## config.mk

```make
export PLATFORM = sky130hd
export DESIGN_NAME = cadence_meter
export DESIGN_NICKNAME = d
export VERILOG_FILES = /design/src/rtl/cadence_meter.sv
export SDC_FILE = /design/constraint.sdc
export NUM_CORES = 1
export LEC_CHECK = 0
export CAP_MARGIN = 20
export CORE_MARGIN = 2
export CORE_UTILIZATION = 60
export CTS_BUF_LIST = sky130_fd_sc_hd__clkbuf_8
export CTS_CLUSTER_DIAMETER = 40
export DETAILED_ROUTE_END_ITERATION = 10
export PLACE_DENSITY = 0.86
export SYNTH_ARGS = -nofsm -noshare
export SYNTH_HDL_FRONTEND = slang
export SYNTH_SLANG_ARGS = --single-unit
```

## constraint.sdc

```tcl
create_clock -name CLOCK_50 -period 3.7 [get_ports CLOCK_50]
set_clock_uncertainty 0.2 [all_clocks]
set_input_delay 1.11 -clock CLOCK_50 [delete_from_list [all_inputs] [get_ports CLOCK_50]]
set_output_delay 1.11 -clock CLOCK_50 [all_outputs]
set_load 0.01 [all_outputs]
```

## src/rtl/cadence_meter.sv

```systemverilog
// Crank cadence meter: synchronises and debounces the reed switch, times crank
// periods in ms and converts each period to RPM with a 16-step restoring divider.
module cadence_meter #(
  parameter int unsigned TICK_DIV    = 50000,
  parameter int unsigned DEBOUNCE_MS = 20,
  parameter int unsigned TIMEOUT_MS  = 3000
) (
  input  logic        CLOCK_50,
  input  logic        reset_n,
  input  logic        cadence,
  output logic [7:0]  cadence_rpm,
  output logic        rpm_valid,
  output logic        pedaling,
  output logic [11:0] period_ms
);

  localparam int unsigned PRE_W = (TICK_DIV > 1) ? $clog2(TICK_DIV) : 1;
  localparam int unsigned CNT_W = 12;
  localparam int unsigned QUO_W = 16;
  localparam int unsigned LCK_W = 8;
  localparam logic [PRE_W-1:0] PRE_LAST = PRE_W'(TICK_DIV - 1);
  // The accept cycle itself counts as the first prescaler cycle, so a period of
  // N*TICK_DIV cycles between accepted edges reads as exactly N ms.
  localparam logic [PRE_W-1:0] PRE_LOAD = (TICK_DIV > 1) ? PRE_W'(1) : PRE_W'(0);
  localparam logic [QUO_W-1:0] DIVIDEND = 16'd60000;
  localparam logic [CNT_W-1:0] CNT_MAX  = '1;

  typedef enum logic [1:0] {IDLE, MEASURE, DIVIDE} stateT;

  stateT             state, stateNxt;
  logic              s1, s2, s3;
  logic [PRE_W-1:0]  prescale, prescaleNxt;
  logic [CNT_W-1:0]  periodCnt, periodCntNxt;
  logic [LCK_W-1:0]  lockCnt, lockCntNxt;
  logic [CNT_W-1:0]  divisor, divisorNxt;
  logic [QUO_W-1:0]  quo, quoNxt;
  logic [CNT_W-1:0]  rem, remNxt;
  logic [3:0]        iter, iterNxt;
  logic [7:0]        rpmNxt;
  logic              validNxt, pedalNxt;
  logic [CNT_W-1:0]  periodNxt;

  logic              rise, accept, msTick, geq;
  logic [CNT_W:0]    remShift, remSub;
  logic [QUO_W-1:0]  quoShift;

  assign rise     = s2 & ~s3;
  assign accept   = rise & (lockCnt == '0);
  assign msTick   = (prescale == PRE_LAST);
  assign remShift = {rem, quo[QUO_W-1]};
  assign geq      = (remShift >= {1'b0, divisor});
  assign remSub   = remShift - {1'b0, divisor};
  assign quoShift = {quo[QUO_W-2:0], geq};

  // Next-state, datapath and registered-output logic
  always_comb begin
    stateNxt     = state;
    prescaleNxt  = prescale;
    periodCntNxt = periodCnt;
    lockCntNxt   = lockCnt;
    divisorNxt   = divisor;
    quoNxt       = quo;
    remNxt       = rem;
    iterNxt      = iter;
    rpmNxt       = cadence_rpm;
    validNxt     = 1'b0;
    pedalNxt     = pedaling;
    periodNxt    = period_ms;

    if (accept) begin
      prescaleNxt  = PRE_LOAD;
      periodCntNxt = '0;
      lockCntNxt   = LCK_W'(DEBOUNCE_MS);
    end else begin
      prescaleNxt = msTick ? '0 : prescale + PRE_W'(1);
      if (msTick && periodCnt != CNT_MAX) periodCntNxt = periodCnt + CNT_W'(1);
      if (msTick && lockCnt != '0)        lockCntNxt   = lockCnt - LCK_W'(1);
    end

    case (state)
      IDLE: begin
        if (accept) stateNxt = MEASURE;
      end
      MEASURE: begin
        if (accept) begin
          divisorNxt = periodCnt;
          quoNxt     = DIVIDEND;
          remNxt     = '0;
          iterNxt    = '0;
          stateNxt   = DIVIDE;
        end else if (periodCnt >= CNT_W'(TIMEOUT_MS)) begin
          rpmNxt    = '0;
          periodNxt = '0;
          pedalNxt  = 1'b0;
          validNxt  = 1'b1;
          stateNxt  = IDLE;
        end
      end
      DIVIDE: begin
        remNxt  = geq ? remSub[CNT_W-1:0] : remShift[CNT_W-1:0];
        quoNxt  = quoShift;
        iterNxt = iter + 4'd1;
        if (iter == 4'd15) begin
          rpmNxt    = (divisor == '0 || quoShift[15:8] != 8'd0) ? 8'hFF : quoShift[7:0];
          periodNxt = divisor;
          pedalNxt  = 1'b1;
          validNxt  = 1'b1;
          stateNxt  = MEASURE;
        end
      end
      default: stateNxt = IDLE;
    endcase
  end

  always_ff @(posedge CLOCK_50) begin
    if (!reset_n) begin
      state       <= IDLE;
      s1          <= 1'b0;
      s2          <= 1'b0;
      s3          <= 1'b0;
      prescale    <= '0;
      periodCnt   <= '0;
      lockCnt     <= '0;
      divisor     <= '0;
      quo         <= '0;
      rem         <= '0;
      iter        <= '0;
      cadence_rpm <= '0;
      rpm_valid   <= 1'b0;
      pedaling    <= 1'b0;
      period_ms   <= '0;
    end else begin
      state       <= stateNxt;
      s1          <= cadence;
      s2          <= s1;
      s3          <= s2;
      prescale    <= prescaleNxt;
      periodCnt   <= periodCntNxt;
      lockCnt     <= lockCntNxt;
      divisor     <= divisorNxt;
      quo         <= quoNxt;
      rem         <= remNxt;
      iter        <= iterNxt;
      cadence_rpm <= rpmNxt;
      rpm_valid   <= validNxt;
      pedaling    <= pedalNxt;
      period_ms   <= periodNxt;
    end
  end

  // The lockout must always outlast the divide
  noEdgeInDivide: assert property (@(posedge CLOCK_50) disable iff (!reset_n)
    (state == DIVIDE) |-> !accept);

endmodule
```

==> flow_summary.json <==
{
  "setup_violations": 0,
  "crit_fanout": 14,
  "io_pins": 25,
  "post_cts_resized": 0,
  "critPathCaptureType": "flop",
  "regToRegSetupSlack_ns": 0.55,
  "critical-path-max-stage-delay_ns": 0.69,
  "ant_nets": 0,
  "placement.io_buffers": 24,
  "cts.path.max_buffers": 2,
  "maxCapViolations": 0,
  "outcome": "finished, final reports clean",
  "yosysWarnings": 0,
  "synth_nets": 604,
  "wl_per_cell_um": 15.9,
  "drive_gt1_share_pct": 8.70,
  "drt_iter0_markers": 288,
  "cts_num_sinks": 107,
  "hold_path_end": "s2$_SDFF_PN0_",
  "drv_slew": 0,
  "cts_hold_buffers": 0,
  "start_kind": "flop",
  "syn_to_final_growth_pct": 9.14,
  "grt_max_degree": 39,
  "grt_use_total_pct": 24.4,
  "final.min_clock_period_ns": 3.15,
  "synth_top_cell_by_area": "dfxtp_1",
  "cts_buffers": 9,
  "hold_viol": 0,
  "via_count": 4194,
  "p_per_area_mw_per_mm2": 350,
  "cp_cell_sequence": "inv_1 -> ha_1 -> nor3b_2 -> nand3_4 -> a21oi_4 -> nand4b_1 -> o221ai_2",
  "path_clk_slew_ns": 0.11,
  "antenna-diode-count": 0,
  "vdd_drop_max_v": 0.000250,
  "postSynth.asyncResetShare_pct": 0,
  "final_nets": 618,
  "met3WireLength_um": 447,
  "reg2reg_depth": 7,
  "synth_commonest_cells": "107 x dfxtp_1, 55 x nand2_1, 51 x nor2_1",
  "drc": 0,
  "fmax_mhz": 317,
  "final_cells": 706,
  "synth_edf_count": 0,
  "grt_pass1_wl_mm": 19.4,
  "ys_types": 64,
  "r2r-start": "lockCnt[0]$_SDFFE_PP0P_",
  "grt.overflow.total": 0,
  "die_h_um": 97.6,
  "cp.required_ns": 3.78,
  "totalWireLength_mm": 11.2,
  "wl_met2_mm": 5.46,
  "dp.cells": 690,
  "syn_area_mm2": 0.00526,
  "crit_start": "lockCnt[0]$_SDFFE_PP0P_",
  "cts_tree": "done",
  "grt_pass1_vias": 4115,
  "yosys-top-cells-area": "dfxtp_1 41%, ha_1 5.0%, nand2_1 3.9%",
  "place.detailed.hpwl_mm": 7.90,
  "hp-class": "flop to flop",
  "insertion_delay_ns": 0.37,
  "dieArea_mm2": 0.00953,
  "post-cts-setup-buffers": 0,
  "fillers": 670,
  "crit_slowest_cell": "nand4b_1",
  "period_share_pct": 85.1,
  "gp_congestion": 0.817,
  "ys_ff_latch": 107,
  "relSlewSlack_pct": 48.9,
  "tns_ns": 0,
  "synthMostInstantiatedCell": "dfxtp_1",
  "syn_inst": 579,
  "htreeDepth": 3,
  "worstHoldStart": "s1$_SDFF_PN0_",
  "syn_area_per_cell_um2": 9.08,
  "antenna_found_initial": 0,
  "top_layer": "met4",
  "core_mm2": 0.00859,
  "grt_setup_unrepaired": "no",
  "crit_arrival_ns": 3.23,
  "holdPathStages": 1,
  "crit_type": "flop to flop",
  "viasPerCell": 5.94,
  "synth_top_area_share_pct": 40.7,
  "firstDrtPassIters": 5,
  "start_util_pct": 61.2,
  "worst_slew_pin_slew_ns": 0.762,
  "r2r_end": "rem[5]$_SDFFE_PN0P_",
  "synth_ff_type": "dfxtp_1",
  "rows": 34,
  "root_buffer": "clkbuf_8",
  "cellLeakagePower_nw": 2.06,
  "wirelength_met1_mm": 5.14,
  "die_x_um": 97.6,
  "synth.yosys.seq_area_share_pct": 40.7
}
-- cell usage in the layout, fill, tap and decap left out, types with 2 or more instances in the layout --
| master | Yosys | layout |
|---|---|---|
| o211ai_1 | 8 | 8 |
| o221ai_2 | 10 | 10 |
| a21oi_1 | 16 | 16 |
| nand3_1 | 30 | 30 |
| o21ai_0 | 16 | 16 |
| clkdlybuf4s50_1 | 0 | 23 |
| o221ai_1 | 2 | 2 |
| buf_4 | 4 | 4 |
| o221a_2 | 6 | 6 |
| or3_1 | 5 | 5 |
| and2_1 | 7 | 7 |
| nor2b_1 | 24 | 24 |
| o31a_1 | 2 | 2 |
| o211a_1 | 2 | 2 |
| a21oi_2 | 2 | 2 |
| dfxtp_1 | 107 | 107 |
| or2_2 | 2 | 2 |
| nor3_1 | 4 | 4 |
| nor2_1 | 51 | 51 |
| nand2b_1 | 6 | 6 |
| inv_8 | 0 | 3 |
| a21boi_1 | 21 | 21 |
| ha_1 | 21 | 21 |
| nor4_1 | 5 | 5 |
| clkinv_8 | 0 | 2 |
| clkbuf_8 | 0 | 9 |
| nand4b_1 | 3 | 3 |
| nand4_1 | 9 | 9 |
| a21boi_0 | 5 | 5 |
| nand2_1 | 55 | 55 |
| xnor2_1 | 14 | 14 |
| and4bb_2 | 2 | 2 |
| a22oi_1 | 9 | 9 |
| o21a_1 | 4 | 4 |
| inv_1 | 33 | 33 |
| a31oi_1 | 2 | 2 |
| and3_1 | 8 | 8 |
| xor2_1 | 22 | 22 |
| mux2i_1 | 12 | 12 |
| a21o_1 | 5 | 5 |
-- sequential cells by signal (all words and copies together), names as in the netlist --
signal,cells
state,2
cadence_rpm,8
s2,1
lockCnt,8
divisor,12
prescale,16
periodCnt,12
rem,12
iter,4
rpm_valid,1
pedaling,1
period_ms,12
s3,1
s1,1
quo,16
-- worst max path at each step --
stage          slack, ns  cells past startpoint                    to
6_report            0.55                      7   rem[5]$_SDFFE_PN0P_
5_1_grt             0.30                      7   rem[0]$_SDFFE_PN0P_
4_1_cts             0.53                      7   rem[0]$_SDFFE_PN0P_
3_5_place_dp        0.58                      8   rem[0]$_SDFFE_PN0P_
3_3_place_gp        0.71                      3   rem[0]$_SDFFE_PN0P_
2_1_floorplan       1.35                      9  rem[10]$_SDFFE_PN0P_
-- per-layer routing --
layer | up-vias | global-route usage (%)
li1 | 2055 | -
met1 | 2032 | 31.8
met2 | 90 | 40.4
met3 | 17 | 3.74
met4 | 0 | 9.94
met5 | - | 0
-- cell type report --
cell class | count | area, µm² | area share [%]
well taps | 108 | 135 | 2.35
flip-flops and latches | 107 | 2140 | 37.3
clock buffers | 9 | 124 | 2.16
clock inverters | 7 | 80.1 | 1.40
inverters | 33 | 124 | 2.16
multi-input cells | 414 | 2870 | 50.0
repair buffers | 28 | 265 | 4.62
-- worst max-delay path, delay by kind of cell, from the launching register on --
family | cells | cell delay, ns
simple gates | 3 | 1.35
compound gates | 2 | 0.88
flops | 1 | 0.35
fa+ha+maj | 1 | 0.19
buf+inv | 1 | 0.06
-- power by group --
part	internal, mW	total, mW	leakage [nW]	switching (mW)
combinational	0.0418	0.110	1.09	0.0681
clock	0.271	0.725	0.105	0.455
sequential	1.16	1.18	0.863	0.0112
-- logic make-up (layout without fill, tap and decap cells) --
kind of cell / Yosys count / count (layout) / share of synthesized area [%]
compound gates: 123 / 123 / 18.6
xor+xnor: 36 / 36 / 6.00
fa+ha+maj: 22 / 22 / 5.38
buf+inv: 58 / 77 / 4.71
flops: 107 / 107 / 40.7
mux: 12 / 12 / 2.28
simple gates: 221 / 221 / 22.3
-- stage by stage --
step                      utilization (%)  cell area (µm²)  setup WS (ns)  hold slack, ns  power, mW
after detailed placement             64.4             5540          0.581           0.230       1.31
after CTS                            66.8             5740          0.526           0.261       2.03
after floorplan                         -             5260           1.35           0.212       1.29
after global placement               64.4             5540          0.712           0.214       1.31
after global routing                 66.8             5740          0.295           0.277       2.08
final                                66.8             5740          0.550           0.254       2.01
Power figures use the tool's default switching activity.
